===== config.mk =====
export PLATFORM = sky130hd
export DESIGN_NAME = latch_bank_writer
export DESIGN_NICKNAME = d
export VERILOG_FILES = /design/src/rtl/latch_bank_writer.sv
export SDC_FILE = /design/constraint.sdc
export NUM_CORES = 1
export LEC_CHECK = 0
export CAP_MARGIN = 25
export CORE_MARGIN = 5
export CORE_UTILIZATION = 48
export DETAILED_ROUTE_END_ITERATION = 10
export PLACE_DENSITY_LB_ADDON = 0.2
export SLEW_MARGIN = 15
export SYNTH_ARGS = -nofsm -noshare
export SYNTH_HDL_FRONTEND = slang
export SYNTH_SLANG_ARGS = --single-unit

===== constraint.sdc =====
create_clock -name clk -period 2.5 [get_ports clk]
set_clock_uncertainty 0.05 [all_clocks]
set_input_delay 0.375 -clock clk [delete_from_list [all_inputs] [get_ports clk]]
set_output_delay 0.375 -clock clk [all_outputs]
set_load 0.01 [all_outputs]

===== src/rtl/latch_bank_writer.sv =====
// latch_bank_writer: clocked write sequencer for a bank of gated latches.
// Ports: clk, reset_n (async low); req_valid/req_ready/req_op/req_addr/req_data
// request handshake; lat_d/lat_g_n/lat_clr/lat_pre registered latch strobes;
// done/err one-cycle completion pulses (err = address out of range).
module latch_bank_writer #(
    parameter int NUM       = 8,
    parameter int WIDTH     = 8,
    parameter int ADDR_W    = 3,
    parameter int SETUP_CYC = 1,
    parameter int PULSE_CYC = 2,
    parameter int HOLD_CYC  = 1
) (
    input  logic              clk,
    input  logic              reset_n,
    input  logic              req_valid,
    output logic              req_ready,
    input  logic [1:0]        req_op,
    input  logic [ADDR_W-1:0] req_addr,
    input  logic [WIDTH-1:0]  req_data,
    output logic [WIDTH-1:0]  lat_d,
    output logic [NUM-1:0]    lat_g_n,
    output logic [NUM-1:0]    lat_clr,
    output logic [NUM-1:0]    lat_pre,
    output logic              done,
    output logic              err
);

    localparam logic [1:0] IDLE  = 2'd0;
    localparam logic [1:0] SETUP = 2'd1;
    localparam logic [1:0] PULSE = 2'd2;
    localparam logic [1:0] HOLD  = 2'd3;

    localparam int MAX_SP = (SETUP_CYC > PULSE_CYC) ? SETUP_CYC : PULSE_CYC;
    localparam int MAXC   = (MAX_SP > HOLD_CYC) ? MAX_SP : HOLD_CYC;
    localparam int CW     = (MAXC > 1) ? $clog2(MAXC) : 1;

    localparam logic [CW-1:0] SET_LD = CW'(SETUP_CYC - 1);
    localparam logic [CW-1:0] PUL_LD = CW'(PULSE_CYC - 1);
    localparam logic [CW-1:0] HLD_LD = CW'(HOLD_CYC - 1);

    // NUM fits in ADDR_W+1 bits because 2**ADDR_W >= NUM
    localparam logic [ADDR_W:0] NUM_A = (ADDR_W + 1)'(NUM);

    logic [1:0]        state;
    logic [CW-1:0]     cnt;
    logic [1:0]        op_q;
    logic [ADDR_W-1:0] addr_q;

    logic              addr_ok;
    logic              bad;
    logic [NUM-1:0]    hit;
    logic [NUM-1:0]    g_nx;
    logic [NUM-1:0]    clr_nx;
    logic [NUM-1:0]    pre_nx;

    assign req_ready = (state == IDLE);
    assign addr_ok   = ({1'b0, addr_q} < NUM_A);
    assign bad       = (op_q != 2'b11) && !addr_ok;
    assign hit       = addr_ok ? (NUM'(1) << addr_q) : '0;

    // Strobe pattern decoded ahead of time and loaded into the output
    // flops on the SETUP->PULSE edge, so the latch pins never see decode.
    always_comb begin
        g_nx   = '1;
        clr_nx = '0;
        pre_nx = '0;
        case (op_q)
            2'b00:   g_nx   = ~hit;
            2'b01:   clr_nx = hit;
            2'b10:   pre_nx = hit;
            default: clr_nx = '1;
        endcase
    end

    always_ff @(posedge clk or negedge reset_n) begin
        if (!reset_n) begin
            state   <= IDLE;
            cnt     <= '0;
            op_q    <= 2'b00;
            addr_q  <= '0;
            lat_d   <= '0;
            lat_g_n <= '1;
            lat_clr <= '0;
            lat_pre <= '0;
            done    <= 1'b0;
            err     <= 1'b0;
        end else begin
            done <= 1'b0;
            err  <= 1'b0;
            case (state)
                IDLE: begin
                    if (req_valid) begin
                        state  <= SETUP;
                        cnt    <= SET_LD;
                        op_q   <= req_op;
                        addr_q <= req_addr;
                        if (req_op == 2'b00) begin
                            lat_d <= req_data;
                        end
                    end
                end
                SETUP: begin
                    if (cnt == '0) begin
                        state   <= PULSE;
                        cnt     <= PUL_LD;
                        lat_g_n <= g_nx;
                        lat_clr <= clr_nx;
                        lat_pre <= pre_nx;
                    end else begin
                        cnt <= cnt - CW'(1);
                    end
                end
                PULSE: begin
                    if (cnt == '0) begin
                        state   <= HOLD;
                        cnt     <= HLD_LD;
                        lat_g_n <= '1;
                        lat_clr <= '0;
                        lat_pre <= '0;
                    end else begin
                        cnt <= cnt - CW'(1);
                    end
                end
                default: begin
                    if (cnt == '0) begin
                        state <= IDLE;
                        done  <= 1'b1;
                        err   <= bad;
                    end else begin
                        cnt <= cnt - CW'(1);
                    end
                end
            endcase
        end
    end

endmodule

Yosys cells after proc, flatten, opt, wreduce, memory -nomap -nowiden
Cells that the tools add are included.
{"block": "totals", "ff_bits": 41, "elab_cells": 52}
{"block": "op_classes", "n_shift": 1, "addsub": 1, "n_mux": 22, "bitwise_logic": 1, "n_reduce_logical": 10, "eq_ne": 8}
{"op": "$pmux 8 s2", "count": 4}
{"op": "$mux 8", "count": 7}
{"op": "$mux 2", "count": 4}
{"op": "$ne 2x2->1 const B", "count": 4}
{"op": "$not 8->8", "count": 1}
{"op": "$shl 1x3->8 const A", "count": 1}
{"op": "$logic_not 2->1", "count": 3}
{"op": "$pmux 2 s3", "count": 1}
{"op": "$reduce_and 3->1", "count": 2}
{"op": "$mux 1", "count": 5}
{"op": "$eq 2x1->1 const B", "count": 2}
{"op": "$eq 2x2->1 const B", "count": 2}
{"op": "$reduce_and 4->1", "count": 1}
{"op": "$reduce_or 3->1", "count": 1}
{"op": "$pmux 1 s2", "count": 1}
{"op": "$reduce_and 2->1", "count": 1}
{"op": "$reduce_bool 2->1", "count": 1}
{"op": "$reduce_or 2->1", "count": 1}
{"op": "$sub 1x1->1 const B", "count": 1}

Logic depth before layout (Yosys ltp)
{"block": "depth", "ltp_word": 5, "depth_mapped": 6, "mapped_depth_nobuf": 5}

Worst setup path before layout
No wires, ideal clock.
{"block": "synth_path", "path_kind": "register -> register", "start": "register state[0]", "end": "register state[1]", "t_arrival_ns": 1.668, "n_path_buf": 0, "slack_ns": 0.655, "synth_period_minus_slack_ns": 1.845, "setup_time_ns": 0.128, "path_stages_with_launch": 6, "path_cell_list": "dfrtp_1 > inv_1 > ha_1 > or3b_1 > a21oi_1 > mux2_1"}
{"block": "synth_between", "elab_chain_len": 3, "elab_cells_between_ends": 9, "classes_between": "6 x eq/ne; 1 x mux; 2 x reduce/logical"}
{"element": "start, declared", "line": "44", "text": "logic [1:0] state;"}
{"element": "start signal, assigned", "line": "77", "text": "state <= IDLE;"}
{"element": "start signal, assigned", "line": "93", "text": "state <= SETUP;"}
{"element": "start signal, assigned", "line": "104", "text": "state <= PULSE;"}
{"element": "$logic_not 2->1 *"}
{"element": "named net req_ready", "line": "16", "text": "output logic req_ready,"}
{"element": "$ne 2x2->1 (no source line)"}
{"element": "$reduce_and 4->1 (no source line)"}
Mark *: on every way through the listed nets, which the timed path passes. The rest lies on a longest branch.
A chain may end at the register's enable or synchronous reset.

Final worst setup path
{"block": "layout_path", "start": "register state[0]", "end": "output req_ready"}
{"block": "layout_between", "elab_chain_len": 1}
{"element": "$logic_not 2->1", "line": "56", "text": "assign req_ready = (state == IDLE);"}
{"element": "end, declared", "line": "16"}
No other way between the ends.

==> impl.org <==
** Clocking
- Number of buffers on the longest clock path :: 2
- Num CTS Buffers :: 5
- Post-CTS repair timing setup buffer count :: 0
- Number of sinks on the clock net :: 41
- PostCTS Resize Cnt :: 0
- The H-tree generated during clock tree synthesis spans 2 levels.
- Hold repair after CTS inserted 0 buffers.
- Clock latency of the later-clocked register in the worst-skew pair :: 290 ps
- CTS tree :: done
- The cell sitting at the root of the clock tree is a sky130_fd_sc_hd__clkbuf_8.
- After clock tree synthesis, the clock-pin slew on the worst setup and hold paths is 80 ps.

** Critical path
- Series of cell instances along the critical path :: inv_1, ha_1, clkdlybuf4s50_1
- Worst EP arrival :: 1650 ps
- The setup check on the worst reg-to-reg path leaves a slack of 490 ps.
- Slowest cell on the critical path :: sky130_fd_sc_hd__clkdlybuf4s50_1
- Max FO, Critical Path :: 5
- STA classifies the critical path startpoint as a flip-flop.
- Worst stage delay on the critical path :: 550 ps
- Kind of end point of the critical path :: primary output
- At the worst endpoint, the required time is 2080 ps.
- Path type of the worst setup path :: flip-flop to primary output

** Synthesis
- Synthesized area per cell :: 13.06 um^2
- Post-synthesis cell count :: 147
- Number of distinct library cell variants in the gate-level netlist after synthesis :: 32
- The number of nets in the synthesized netlist is 170.
- Library cell with the highest instance count after synthesis :: sky130_fd_sc_hd__dfrtp_1
- Post-synth EDFFs :: 0
- In the synthesized netlist the dominant register cell turns out to be sky130_fd_sc_hd__dfrtp_1.
- Flip-flop and latch count after synthesis :: 41
- Largest area contributor in the netlist :: sky130_fd_sc_hd__dfrtp_1
- Async set-reset flop share out of synthesis :: 100.0%
- The mapped netlist covers 1919 um^2.
- After synthesis, the cell types taking the most area are sky130_fd_sc_hd__dfrtp_1 43%, sky130_fd_sc_hd__mux2_1 15%, sky130_fd_sc_hd__dfstp_2 11%.
- Portion of synthesized cell area occupied by the leading cell type :: 43.02%
- After synthesis, flip-flops and latches occupy 53.98% of the total area.
- Yosys printed 0 warnings.
- Most used standard cells in the synthesized netlist :: 33 x sky130_fd_sc_hd__dfrtp_1, 26 x sky130_fd_sc_hd__mux2_1, 9 x sky130_fd_sc_hd__nand2_1

** STA
- Total negative slack for setup checks :: 0 ps
- Worst-case hold slack :: 157.1 ps
- # setup viols final :: 0
- The clock period could shrink to 2074 ps.
- Derived from the worst setup path, the maximum achievable clock frequency is 482.1 MHz.
- Number of pins exceeding their max-slew limit in the final report :: 0
- The worst path uses 82.96% of the clock period.
- The number of hold violations in the final report is 0.
- Min setup slack post-route :: 426.0 ps
- Setup repair after global routing left no endpoint under its margin.
- Worst slew margin relative to its limit :: 40.70%
- Slew of the pin with the lowest slew margin :: 889.5 ps

** Layout
- Summing all flip-flop and latch instances after layout gives 1036 um^2.
- Once layout is complete, the utilization of the core stands at 65.15%.
- Total non-filler cell area in the finished layout :: 2569 um^2
- Fill count :: 296
- In the final layout, the share of cells above drive strength 1 is 13.07%.
- Multi-input combinational cell area :: 838.3 um^2
- Inserted Diodes :: 0
- Area delta synth->final :: 33.83%
- Once layout is complete, the cells apart from fillers number 249.
- After the last flow step, the layout net total stands at 221.

** Floorplanning
- The floorplan step defined a core boundary enclosing 3943 um^2.
- Die width :: 73.24 um
- The die is 73.24 um tall.
- Once the floorplan was initialized, standard cells occupied 48.68% of the core.
- Count of standard-cell rows :: 23
- Top-level I/O count :: 51
- Die footprint :: 5363 um^2

** Placed design
- Detailed placer's ending HPWL :: 2849 um
- Count of placed standard cells including taps :: 240
- Final RePlAce weighted congestion :: 0.8137
- The count of buffers added on input and output ports is 49.
- Before CTS, the worst setup slack after placement is 239.8 ps.
- In this run the cell area measured after placement is 2441 um^2.

** Pwr
- VDD sags by at most 0.0005620 V.
- After layout, the design draws a total of 3.115 mW.
- In this run the power density over the cells is 1213 nW/um^2.
- For this design the static power due to leakage is 1.088 nW.

** Global routing
- GRT overflow :: 0
- Number of antenna violations at the first check in global routing :: 0
- Global-route track usage on met3 :: 3.306%
- Entering global routing, the biggest net connects 42 pins.
- The number of global-route vias before repair came to 1388.
- Peak-usage layer in the global routing report :: met2
- Across every metal layer, demand over resource in global routing totals 15.48%.
- Wire length of the first global-routing pass :: 6354 um
- For met1 alone, demand over resource in global routing was 17.08%.
- Met2 capacity usage during global routing :: 28.20%

** Detailed routing
- Total Wirelength :: 3707 um
- 1st-pass router iterations :: 4
- Remaining routing DRC violations :: 0
- Overall via count from detail_route :: 1295
- After detailed routing, the number of vias per cell comes to 5.201.
- Initial drt markers :: 34
- DR WL/cell :: 14.89 um
- Final antenna-violating net count :: 0

** Worst hold path
- The worst hold path belongs to the class primary input to asynchronous set/reset pin.

** Flow run
- Count of max-cap constraint violations :: 0

** Status
- The run finished with clean final reports.
==> logic make-up after synthesis <==
logic type                 synth area share, %
DFF                                      53.98
other                                   0.1954
adders and majority gates                4.563
muxes                                    18.12
and+or+nand+nor                          13.95
AOI/OAI and AO/OA                        6.845
buffers and inverters                    2.347
==> worst paths after layout <==
kind | to | cells past startpoint | start
setup / recovery | req_ready | 3 | state[0]
hold / removal | addr_q[0] | 1 | reset_n
setup reg to reg | state[1] | 5 | state[0]
hold reg to reg | lat_d[4] | 1 | lat_d[4]
max in group asynchronous | op_q[1] | 1 | reset_n
min in group clk | lat_d[4] | 1 | lat_d[4]
==> per-layer routing <==
layer	up-vias	wire length [um]	part of all wire, %
met5	-	0	0
met1	642	1443	39
met4	0	60	1.6
met2	31	1991	54
met3	7	212	5.7
li1	615	-	-
==> layout make-up <==
class / count / share of cell area, %
multi-input combinational: 96 / 32.64
clock inverter: 1 / 1.169
tap: 50 / 2.435
clock buffer: 7 / 3.361
timing repair buffer: 51 / 19.63
inverter: 3 / 0.4384
sequential: 41 / 40.33
==> critical path: cells and delay by family (launching register included) <==
family	cells	cell delay, ps
buf+inv	2	710
flops	1	430
fa+ha+maj	1	220
==> where the power goes <==
group	internal, mW	total, mW	switching (mW)
Sequential	0.934	1.15	0.212
Combinational	0.787	1.43	0.641
Clock	0.325	0.541	0.215
Total	2.05	3.12	1.07
==> cells in the final DEF (no fill, tap or decap), types with 2 or more instances in the layout <==
cell,synthesis,layout
sky130_fd_sc_hd__nor2_1,6,6
sky130_fd_sc_hd__dfrtp_1,33,33
sky130_fd_sc_hd__nor4b_1,2,2
sky130_fd_sc_hd__nand2b_1,7,7
sky130_fd_sc_hd__dfstp_2,8,8
sky130_fd_sc_hd__nor2b_1,4,4
sky130_fd_sc_hd__inv_1,3,3
sky130_fd_sc_hd__or3b_1,2,2
sky130_fd_sc_hd__a22o_1,8,8
sky130_fd_sc_hd__clkdlybuf4s50_1,0,48
sky130_fd_sc_hd__nor3b_1,4,4
sky130_fd_sc_hd__ha_1,7,7
sky130_fd_sc_hd__mux2_1,26,26
sky130_fd_sc_hd__nand3b_1,3,3
sky130_fd_sc_hd__clkbuf_8,0,6
sky130_fd_sc_hd__nand2_1,9,9
sky130_fd_sc_hd__mux2_2,4,4
==> state kept, by name, summed over array words and instances, names as in the netlist <==
register  flops
lat_clr       8
state         2
lat_g_n       8
addr_q        3
lat_d         8
op_q          2
lat_pre       8
cnt           1
done          1
Power figures use the tool's default switching activity.
